## config.mk

```make
export PLATFORM = sky130hd
export DESIGN_NAME = sum_accumulator_flat
export DESIGN_NICKNAME = d
export VERILOG_FILES = /design/src/rtl/sum_acc_if.sv /design/src/rtl/sum_accumulator.sv /design/src/flat_wrapper.sv
export SDC_FILE = /design/constraint.sdc
export NUM_CORES = 1
export LEC_CHECK = 0
export CORE_MARGIN = 2
export CORE_UTILIZATION = 35
export CTS_CLUSTER_SIZE = 12
export DETAILED_ROUTE_END_ITERATION = 10
export SLEW_MARGIN = 20
export SYNTH_ARGS = -nofsm -noshare
export SYNTH_HDL_FRONTEND = slang
export SYNTH_SLANG_ARGS = --single-unit
```

## constraint.sdc

```tcl
create_clock -name clk -period 2 [get_ports clk]
set_clock_uncertainty 0.2 [all_clocks]
set_input_delay 0.2 -clock clk [delete_from_list [all_inputs] [get_ports clk]]
set_output_delay 0.2 -clock clk [all_outputs]
set_load 0.005 [all_outputs]
```

## src/rtl/sum_acc_if.sv

```systemverilog
// sum_acc_if: sample-in and batch-out valid/ready bundle for sum_accumulator
//   in_valid/in_ready/in_sum      : upstream sample stream (unsigned IN_W sums)
//   out_valid/out_ready/out_acc/out_ovf : downstream batch result
//   modport slave  : the accumulator side
//   modport master : the producer/consumer side (testbench or neighbours)
interface sum_acc_if #(
    parameter int IN_W  = 5,
    parameter int ACC_W = 12
);
    logic             in_valid;
    logic             in_ready;
    logic [IN_W-1:0]  in_sum;
    logic             out_valid;
    logic             out_ready;
    logic [ACC_W-1:0] out_acc;
    logic             out_ovf;

    modport slave  (input in_valid, in_sum, out_ready,
                    output in_ready, out_valid, out_acc, out_ovf);
    modport master (output in_valid, in_sum, out_ready,
                    input in_ready, out_valid, out_acc, out_ovf);
endinterface

```

## src/rtl/sum_accumulator.sv

```systemverilog
// sum_accumulator: sums COUNT unsigned samples per batch and hands the total downstream
//   clk   : rising-edge clock
//   rst_n : asynchronous active-low reset
//   clear : synchronous batch abort, discards partial sum or held result
//   bus   : sum_acc_if.slave (in_valid/in_ready/in_sum, out_valid/out_ready/out_acc/out_ovf)
//   Build option SUM_ACC_SATURATE_EN: acc clamps to all-ones on carry-out instead of wrapping.
module sum_accumulator #(
    parameter int IN_W  = 5,
    parameter int ACC_W = 12,
    parameter int COUNT = 8
) (
    input  logic     clk,
    input  logic     rst_n,
    input  logic     clear,
    sum_acc_if.slave bus
);
    localparam int CW = $clog2(COUNT + 1);
    localparam logic [0:0] ACCUM = 1'b0;
    localparam logic [0:0] HOLD  = 1'b1;

    logic [0:0]     state;
    logic [ACC_W-1:0] acc;
    logic [CW-1:0]  cnt;
    logic           ovf;
    logic           accept;
    logic [ACC_W:0] sum;
    logic [ACC_W-1:0] acc_nxt;

    assign accept = bus.in_valid && state == ACCUM;
    assign sum    = {1'b0, acc} + {{(ACC_W + 1 - IN_W){1'b0}}, bus.in_sum};
`ifdef SUM_ACC_SATURATE_EN
    // once a carry occurs acc sits at all-ones; any later carry keeps it there
    assign acc_nxt = sum[ACC_W] ? '1 : sum[ACC_W-1:0];
`else
    assign acc_nxt = sum[ACC_W-1:0];
`endif

    always_ff @(posedge clk or negedge rst_n) begin
        if (!rst_n) begin
            state <= ACCUM;
            acc   <= '0;
            cnt   <= '0;
            ovf   <= 1'b0;
        end else if (clear || (state == HOLD && bus.out_ready)) begin
            state <= ACCUM;
            acc   <= '0;
            cnt   <= '0;
            ovf   <= 1'b0;
        end else if (accept) begin
            acc <= acc_nxt;
            ovf <= ovf | sum[ACC_W];
            cnt <= cnt + CW'(1);
            if (cnt == CW'(COUNT - 1))
                state <= HOLD;
        end
    end

    // all outputs come straight from state/acc/ovf registers
    assign bus.in_ready  = state == ACCUM;
    assign bus.out_valid = state == HOLD;
    assign bus.out_acc   = acc;
    assign bus.out_ovf   = ovf;
endmodule

```

## src/flat_wrapper.sv

```systemverilog
// flat-port wrapper written by rule: the top's interface ports become plain ports
module sum_accumulator_flat 
#(
    parameter int IN_W  = 5,
    parameter int ACC_W = 12,
    parameter int COUNT = 8
)
  (clk, rst_n, clear, bus_in_valid, bus_in_sum, bus_out_ready, bus_in_ready, bus_out_valid, bus_out_acc, bus_out_ovf);
  sum_acc_if #(.IN_W(IN_W), .ACC_W(ACC_W)) bus_i ();
  input  logic clk;
  input  logic rst_n;
  input  logic clear;
  input wire logic [$bits(bus_i.in_valid)-1:0] bus_in_valid;
  input wire logic [$bits(bus_i.in_sum)-1:0] bus_in_sum;
  input wire logic [$bits(bus_i.out_ready)-1:0] bus_out_ready;
  output wire logic [$bits(bus_i.in_ready)-1:0] bus_in_ready;
  output wire logic [$bits(bus_i.out_valid)-1:0] bus_out_valid;
  output wire logic [$bits(bus_i.out_acc)-1:0] bus_out_acc;
  output wire logic [$bits(bus_i.out_ovf)-1:0] bus_out_ovf;
  assign bus_i.in_valid = bus_in_valid;
  assign bus_i.in_sum = bus_in_sum;
  assign bus_i.out_ready = bus_out_ready;
  assign bus_in_ready = bus_i.in_ready;
  assign bus_out_valid = bus_i.out_valid;
  assign bus_out_acc = bus_i.out_acc;
  assign bus_out_ovf = bus_i.out_ovf;
  sum_accumulator #(.IN_W(IN_W), .ACC_W(ACC_W), .COUNT(COUNT)) u_core (.clk(clk), .rst_n(rst_n), .clear(clear), .bus(bus_i));
endmodule
```

Word level (Yosys, flattened, before mapping)
Index checks and enable logic that the tools add are counted.
W data, S select, Z words.
- register bits: 18
- word-level logic and storage cells: 24
- input bits: 10
- add/subtract/negate cells: 2
- bitwise logic cells: 2
- multiplexer cells: 9
- eq/ne operators: 1
- reductions and logical operators: 6
- operators with widths (operator ; number):
    $mux W12 ; 2
    $add A12 B5 Y13 ; 1
    $mux W4 ; 2
    $mux W1 ; 5
    $add A4 B1 Y4 const B ; 1
    $eq A4 B3 Y1 const B ; 1
    $reduce_bool A2 Y1 ; 2
    $logic_and A1 B1 Y1 ; 2
    $reduce_and A2 Y1 ; 1
    $logic_or A1 B1 Y1 ; 1
    $not A1 Y1 ; 1
    $or A1 B1 Y1 ; 1

Depth between registers and ports, before layout
Gate-level depths: netlist of run 1.
- word-level depth: 4
- depth in mapped cells: 6

Worst setup path after synthesis of run 1
OpenSTA, ideal clock, no wires.
- kind: register to register
- start: register u_core.acc[0] (netlist: u_core.bus.out_acc[0])
- end: register u_core.ovf (netlist: u_core.bus.out_ovf)
- cell stages (with the launch flop): 7
- slack: -0.219 ns
- arrival: 1.901 ns
- library setup time: 0.119 ns
- cells stage by stage: dfrtp_1 -> ha_1 -> fa_1 -> a211o_1 -> a21oi_1 -> nor4_1 -> o21a_1
- word-level cells in the longest chain between the ends: 4
- ends and longest elaborated chain (what ; line ; text):
    from (decl) ; sum_accumulator.sv:22 ; logic [ACC_W-1:0] acc;
    from (signal assigned) ; sum_accumulator.sv:50 ; acc <= acc_nxt;
    $add A12 B5 Y13 ; sum_accumulator.sv:30 ; assign sum = {1'b0, acc} + {{(ACC_W + 1 - IN_W){1'b0}}, bus.in_sum};
    $or A1 B1 Y1 ; sum_accumulator.sv:51 ; ovf <= ovf | sum[ACC_W];
    $mux W1 ; sum_accumulator.sv:49 ; end else if (accept) begin
    $mux W1 ; sum_accumulator.sv:44 ; end else if (clear || (state == HOLD && bus.out_ready)) begin
    to (signal assigned) ; sum_accumulator.sv:51 ;
    to (decl) ; sum_accumulator.sv:24 ; logic ovf;
No other way between the ends. The select of a mux whose other input is x is not followed.
A chain may end at the register's enable or synchronous reset.

Final worst setup path of run 1
- start: register u_core.acc[2] (netlist: u_core.bus.out_acc[2])
- end: register u_core.acc[11] (netlist: u_core.bus.out_acc[11])
- word-level cells in the longest chain between the ends: 3
- ends and longest elaborated chain (what ; line):
    $add A12 B5 Y13 ; sum_accumulator.sv:30
    $mux W12 ; sum_accumulator.sv:49
    $mux W12 ; sum_accumulator.sv:44
No other way between the ends. The select of a mux whose other input is x is not followed.

==> impl_results.rst, run 1 <==
.. list-table::
   :header-rows: 1

   * - Metric
     - Value
   * - Run status
     - finished with violations
   * - Violations in the final reports
     - design-rule violations, negative setup slack
   * - Transition time at the pin with the least slew margin
     - 0.355 ns
   * - Total gr overflow
     - 0
   * - Reported max-cap violation count
     - 0
   * - Share of final-layout standard cells stronger than drive strength 1
     - 24.2%
   * - Residual DRC
     - 1
   * - Multi-input gate area
     - 621 sq um
   * - Instance count after placement with tap cells included
     - 177
   * - Count of pins on the block boundary
     - 25
   * - Horizontal extent of the die
     - 58.7 um
   * - Number of failing setup endpoints in the final timing report
     - 3
   * - Syn Inst Count
     - 105
   * - Kind of launch point of the worst setup path
     - register
   * - First-pass GRT wire length
     - 4380 um
   * - Number of antenna violations at the first check in global routing
     - 0
   * - Wire length after detailed routing
     - 2600 um
   * - Clock sink total
     - 18
   * - Kind of capture point of the worst setup path
     - register
   * - Final layout net count
     - 171
   * - Pin count of the biggest net entering global routing
     - 19
   * - Category of the critical setup timing path
     - reg -> reg
   * - Count of flip-flops with a built-in enable after synthesis
     - 0
   * - Via density per instance
     - 5.55
   * - Area share of xor/xnor cells in the synthesized design
     - 3.34%
   * - Fin Setup TNS
     - -0.0447 ns
   * - Post-synth net total
     - 122
   * - Final worst-path setup slack
     - -0.0188 ns
   * - Dominant cells by area after synthesis
     - sky130_fd_sc_hd__dfrtp_1 (43%), sky130_fd_sc_hd__ha_1 (7.2%), sky130_fd_sc_hd__o31ai_1 (5.7%)
   * - Area leader, netlist
     - sky130_fd_sc_hd__dfrtp_1
   * - Clock Path Buffers
     - 2
   * - Multiplexer share of the synthesized area
     - 0%
   * - Port bufs
     - 24
   * - Number of library cell types mapped by synthesis
     - 31
   * - Dominant combinational cell family by area after synthesis
     - compound AO/OA/AOI/OAI gates
   * - Routability Congestion
     - 0.761
   * - Compound-gate portion of the synthesized area
     - 24.0%
   * - DRT antenna net count
     - 0
   * - Data required time of the critical path
     - 2.02 ns
   * - Number of max-slew violations in the final report
     - 0
   * - Share of synthesized cell area in full adder, half adder and majority cells
     - 9.07%
   * - Via count of the first global-routing pass
     - 968
   * - Area of the mapped netlist
     - 0.00105 sq mm
   * - Floorplan Core Area
     - 0.00281 sq mm
   * - Worst vdd rail ir drop
     - 464 uV
   * - Leading cell types in the layout, fill and taps excluded
     - sky130_fd_sc_hd__clkdlybuf4s50_1 (24), sky130_fd_sc_hd__buf_4 (22), sky130_fd_sc_hd__dfrtp_1 (18), sky130_fd_sc_hd__nand3_1 (8), sky130_fd_sc_hd__o31ai_1 (8)
   * - Total of flip-flops plus latches after synthesis
     - 18
   * - Wire per inst
     - 14.1 um
   * - Vias
     - 1021
   * - Number of rows in the core area
     - 19
   * - P&R area growth vs syn
     - 49.4%
   * - Effective utilization at floorplan
     - 37.4%
   * - Yosys warning count
     - 0
   * - Fmax
     - 495 MHz
   * - Leakage power
     - 0.661 nW
   * - Die area
     - 0.00345 sq mm
   * - Fraction of synthesized cell area taken by the top area cell type
     - 43.0%
   * - Clock buffers created by TritonCTS
     - 3
   * - PwrDens
     - 573 mW/mm^2
   * - Number of inserted diodes
     - 0
   * - Crit path DAT
     - 2.04 ns
   * - Final period utilization
     - 101%
   * - Maximum level of the CTS H-tree
     - 1
   * - Final HPWL DP
     - 1970 um
   * - Global routing usage summed across all routing layers
     - 16.3%
   * - TritonCTS clock tree
     - built
   * - Post-synthesis simple-gate area fraction
     - 18.5%
   * - Core utilization of the finished layout
     - 55.8%
   * - Worst hold path type
     - in -> async
   * - Headroom to the max-slew limit
     - 76.4%
   * - Average size of a mapped cell
     - 9.99 sq um
   * - Number of iterations in the first detailed-routing pass
     - 7
   * - Most common cell after layout, fill and taps aside
     - sky130_fd_sc_hd__clkdlybuf4s50_1
   * - Shortest clock period the worst path allows after layout
     - 2.02 ns
   * - Final non-filler cell total
     - 184
   * - Filler instances
     - 250
   * - Dominant synthesized flop cell
     - sky130_fd_sc_hd__dfrtp_1
   * - Insertion delay to the later sink of the worst-skew pair
     - 0.29 ns
   * - Floorplan die height
     - 58.7 um
   * - Tightest hold margin
     - 0.0274 ns
   * - Clock tree root buffer cell
     - sky130_fd_sc_hd__clkbuf_4
   * - Clock-pin slew on the worst setup and hold paths
     - 0.10 ns
   * - Critical path peak fanout
     - 7
   * - Share of flip-flops with an asynchronous set or reset after synthesis
     - 100%
   * - Unrepaired setup endpoints after global routing
     - yes
   * - Number of design-rule violations left by the first detailed-router iteration
     - 15
   * - Final hold viol count
     - 0
   * - Combined flip-flop and latch cell area
     - 450 sq um
   * - Sequential fraction of the synthesis area
     - 43.0%
[cell usage after synthesis (3+ instances only)]
cell type / instances
sky130_fd_sc_hd__dfrtp_1: 18
sky130_fd_sc_hd__a21oi_1: 9
sky130_fd_sc_hd__nand3_1: 8
sky130_fd_sc_hd__o31ai_1: 8
sky130_fd_sc_hd__nor2_1: 7
sky130_fd_sc_hd__ha_1: 6
sky130_fd_sc_hd__or4_1: 6
sky130_fd_sc_hd__nand2_1: 5
sky130_fd_sc_hd__inv_1: 4
sky130_fd_sc_hd__o21a_1: 4
sky130_fd_sc_hd__nand2b_1: 3
sky130_fd_sc_hd__o21ai_0: 3
[power by group]
part           internal, mW  switching [mW]
Sequential            0.380          0.0178
Clock                 0.111           0.115
Combinational         0.154           0.120
Total                 0.644           0.253
[sequential cells by signal (all words and copies together) (netlist names)]
register / flops
u_core.bus.out_acc: 12
u_core.bus.out_ovf: 1
u_core.cnt: 4
u_core.bus.out_valid: 1
[final timing paths]
| kind | from | to | slack, ns | cells after the start |
|---|---|---|---|---|
| setup / recovery | u_core.bus.out_acc[2] | u_core.bus.out_acc[11] | -0.02 | 5 |
| hold / removal | rst_n | u_core.bus.out_acc[9] | 0.03 | 2 |
| setup reg to reg | u_core.bus.out_acc[2] | u_core.bus.out_acc[11] | -0.02 | 5 |
| hold reg to reg | u_core.cnt[0] | u_core.cnt[0] | 0.32 | 1 |
| max in group asynchronous | rst_n | u_core.cnt[1] | 1.37 | 2 |
| min in group clk | u_core.cnt[0] | u_core.cnt[0] | 0.32 | 1 |
[layout make-up]
| cell class | count | area share (%) |
|---|---|---|
| Timing Repair Buffer | 46 | 25.9 |
| Multi-Input combinational cell | 81 | 39.6 |
| Clock buffer | 4 | 2.32 |
| Sequential cell | 18 | 28.8 |
| Tap cell | 31 | 2.48 |
| Inverter | 4 | 0.958 |
[per-layer routing]
| metal | track usage [%] | part of all wire (%) |
|---|---|---|
| met5 | 0 | 0 |
| met4 | 1.62 | 0 |
| met3 | 4.18 | 4.9 |
| met2 | 27.8 | 50 |
| met1 | 21.6 | 45 |
[stage by stage]
| stage | setup WS [ns] | power, mW | instance area [sq um] |
|---|---|---|---|
| 4_1_cts | -0.0303 | 0.902 | 1560 |
| 3_3_place_gp | -0.247 | 0.654 | 1480 |
| 6_report | -0.0188 | 0.898 | 1570 |
| 3_5_place_dp | -0.265 | 0.657 | 1480 |
| 2_1_floorplan | 0.00771 | 0.525 | 1060 |
| 5_1_grt | -0.112 | 0.950 | 1570 |
[cells by family (layout without fill, tap and decap cells)]
| kind of cell | Yosys count | after routing |
|---|---|---|
| buf+inv | 6 | 54 |
| compound gates | 35 | 35 |
| xor+xnor | 4 | 4 |
| simple gates | 35 | 35 |
| flops | 18 | 18 |
| fa+ha+maj | 7 | 7 |
[critical path, stage by stage (launching register included)]
cell and delay (ns):
sky130_fd_sc_hd__dfrtp_1 0.41, sky130_fd_sc_hd__ha_1 0.38, sky130_fd_sc_hd__o21ai_2 0.09, sky130_fd_sc_hd__o21a_4 0.22, sky130_fd_sc_hd__or4_1 0.49, sky130_fd_sc_hd__a21oi_1 0.16
[repair_timing]
action                     CTS  global route
hold buffers                 0             0
setup endpoints to repair    6             9
pin swaps                    6             3
cloned                       0             0
setup buffers                2             1
gates resized for setup      2             1
No activity file was read; power rests on OpenSTA's default activity.
==> run 2, diff against run 1 <==
PLACE_DENSITY_LB_ADDON = 0.12   (was unset)
==> impl_results.rst, run 2 (synthesis gave the netlist of run 1 again) <==
.. list-table::
   :header-rows: 1

   * - Metric
     - Value
   * - Run status
     - finished with violations
   * - Violations in the final reports
     - design-rule violations, negative setup slack
   * - Worst hold path type
     - in -> async
   * - Number of design-rule violations left by the first detailed-router iteration
     - 23
   * - PwrDens
     - 570 mW/mm^2
   * - Final period utilization
     - 102%
   * - Number of rows in the core area
     - 19
   * - Kind of launch point of the worst setup path
     - register
   * - Core utilization of the finished layout
     - 55.9%
   * - Filler instances
     - 264
   * - Critical path peak fanout
     - 7
   * - Category of the critical setup timing path
     - reg -> reg
   * - Routability Congestion
     - 0.777
   * - Total gr overflow
     - 0
   * - DRT antenna net count
     - 0
   * - Share of final-layout standard cells stronger than drive strength 1
     - 24.8%
   * - Port bufs
     - 24
   * - Number of antenna violations at the first check in global routing
     - 0
   * - Leading cell types in the layout, fill and taps excluded
     - sky130_fd_sc_hd__clkdlybuf4s50_1 (24), sky130_fd_sc_hd__buf_4 (18), sky130_fd_sc_hd__dfrtp_1 (17), sky130_fd_sc_hd__nand3_1 (8), sky130_fd_sc_hd__o31ai_1 (8)
   * - Shortest clock period the worst path allows after layout
     - 2.05 ns
   * - Number of iterations in the first detailed-routing pass
     - 7
   * - Floorplan Core Area
     - 0.00281 sq mm
   * - Maximum level of the CTS H-tree
     - 1
   * - Routed length on met2
     - 1250 um
   * - Unrepaired setup endpoints after global routing
     - yes
   * - Highest metal layer with signal wires
     - met4
   * - P&R area growth vs syn
     - 49.5%
   * - Max FFs per register
     - 12
   * - Cts-stage hold buffer count
     - 0
   * - Clock buffers created by TritonCTS
     - 3
   * - Pin count of the biggest net entering global routing
     - 19
   * - Via count of the first global-routing pass
     - 966
   * - Wire per inst
     - 14.4 um
   * - Transition time at the pin with the least slew margin
     - 0.408 ns
   * - Crit path DAT
     - 2.05 ns
   * - TritonCTS clock tree
     - built
   * - Count of pins on the block boundary
     - 25
   * - Residual DRC
     - 2
   * - Largest stage delay on the critical path
     - 0.42 ns
   * - Total length of routed met3 wires
     - 134 um
   * - Floorplan die height
     - 58.7 um
   * - Headroom to the max-slew limit
     - 72.8%
   * - Fmax
     - 488 MHz
   * - Insertion delay to the later sink of the worst-skew pair
     - 0.30 ns
   * - Clock sink total
     - 18
   * - Global routing usage summed across all routing layers
     - 16.7%
   * - Number of failing setup endpoints in the final timing report
     - 4
   * - Final hold viol count
     - 0
   * - Clock Path Buffers
     - 2
   * - Fin Setup TNS
     - -0.105 ns
   * - Cell with the largest stage delay on the worst path
     - sky130_fd_sc_hd__dfrtp_1
   * - CP bufs+invs
     - 0
   * - Setup WS pre-CTS
     - -0.291 ns
   * - Crit-path cells
     - ha_4, fa_2, a211o_1, a21oi_4, nor4_1, o21a_1
   * - Leakage power
     - 0.640 nW
   * - Clock-pin slew on the worst setup and hold paths
     - 0.10 ns
   * - Number of max-slew violations in the final report
     - 0
   * - Clock tree root buffer cell
     - sky130_fd_sc_hd__clkbuf_4
   * - First-pass GRT wire length
     - 4350 um
   * - Placed Area
     - 0.00146 sq mm
   * - Data required time of the critical path
     - 2.00 ns
   * - Final HPWL DP
     - 1870 um
   * - Worst path top cell family by delay
     - compound AO/OA/AOI/OAI gates
   * - Vias
     - 977
   * - Wire length after detailed routing
     - 2600 um
   * - Most common cell after layout, fill and taps aside
     - sky130_fd_sc_hd__clkdlybuf4s50_1
   * - Final worst-path setup slack
     - -0.0474 ns
   * - Effective utilization at floorplan
     - 37.4%
   * - Die area
     - 0.00345 sq mm
   * - Worst vdd rail ir drop
     - 320 uV
   * - Final layout net count
     - 167
   * - Tightest hold margin
     - 0.0216 ns
   * - Kind of capture point of the worst setup path
     - register
   * - Horizontal extent of the die
     - 58.7 um
   * - Layout Cell Area excl Fill
     - 0.00157 sq mm
   * - Number of inserted diodes
     - 0
   * - Reported max-cap violation count
     - 0
   * - Via density per instance
     - 5.43
   * - Wire length the detailed router placed on met1
     - 1190 um
## run 2: layout make-up
| cell class | count | area, sq um | area share [%] |
|---|---|---|---|
| clock buffers | 4 | 36.3 | 2.31 |
| inverters | 4 | 15.0 | 0.958 |
| multi-input cells | 81 | 651 | 41.5 |
| flip-flops and latches | 18 | 452 | 28.8 |
| well taps | 31 | 38.8 | 2.47 |
| repair buffers | 42 | 375 | 23.9 |
## run 2: worst paths after layout
| path | startpoint | to | slack, ns | cells after the start |
|---|---|---|---|---|
| worst min-delay path | rst_n | u_core.cnt[3] | 0.02 | 2 |
| worst min register to register | u_core.bus.out_ovf | u_core.bus.out_ovf | 0.30 | 1 |
| max in group asynchronous | rst_n | u_core.bus.out_acc[1] | 1.37 | 2 |
| min in group clk | u_core.bus.out_ovf | u_core.bus.out_ovf | 0.30 | 1 |
| worst max register to register | u_core.bus.out_acc[0] | u_core.bus.out_ovf | -0.05 | 6 |
| worst max-delay path | u_core.bus.out_acc[0] | u_core.bus.out_ovf | -0.05 | 6 |
## run 2: power by group
group | switching (mW) | internal (mW) | total (mW)
sequential | 0.0206 | 0.380 | 0.401
combinational | 0.119 | 0.149 | 0.268
clock | 0.113 | 0.111 | 0.224
## run 2: metal layers
layer	GRT usage (%)	up-vias
met5	0	-
met3	5.05	4
met4	3.90	0
met1	22.3	464
li1	-	485
met2	26.7	24
## run 2: through the flow
step,std cells,power (mW)
4_1_cts,178,0.884
6_report,180,0.893
3_5_place_dp,174,0.646
2_1_floorplan,105,0.525
5_1_grt,180,0.951
3_3_place_gp,174,0.643
## run 2: repair_timing
item,CTS,global route
gates cloned,0,0
setup buffers,0,2
pin swaps,7,4
resized for setup,4,4
setup endpoints to repair,8,8
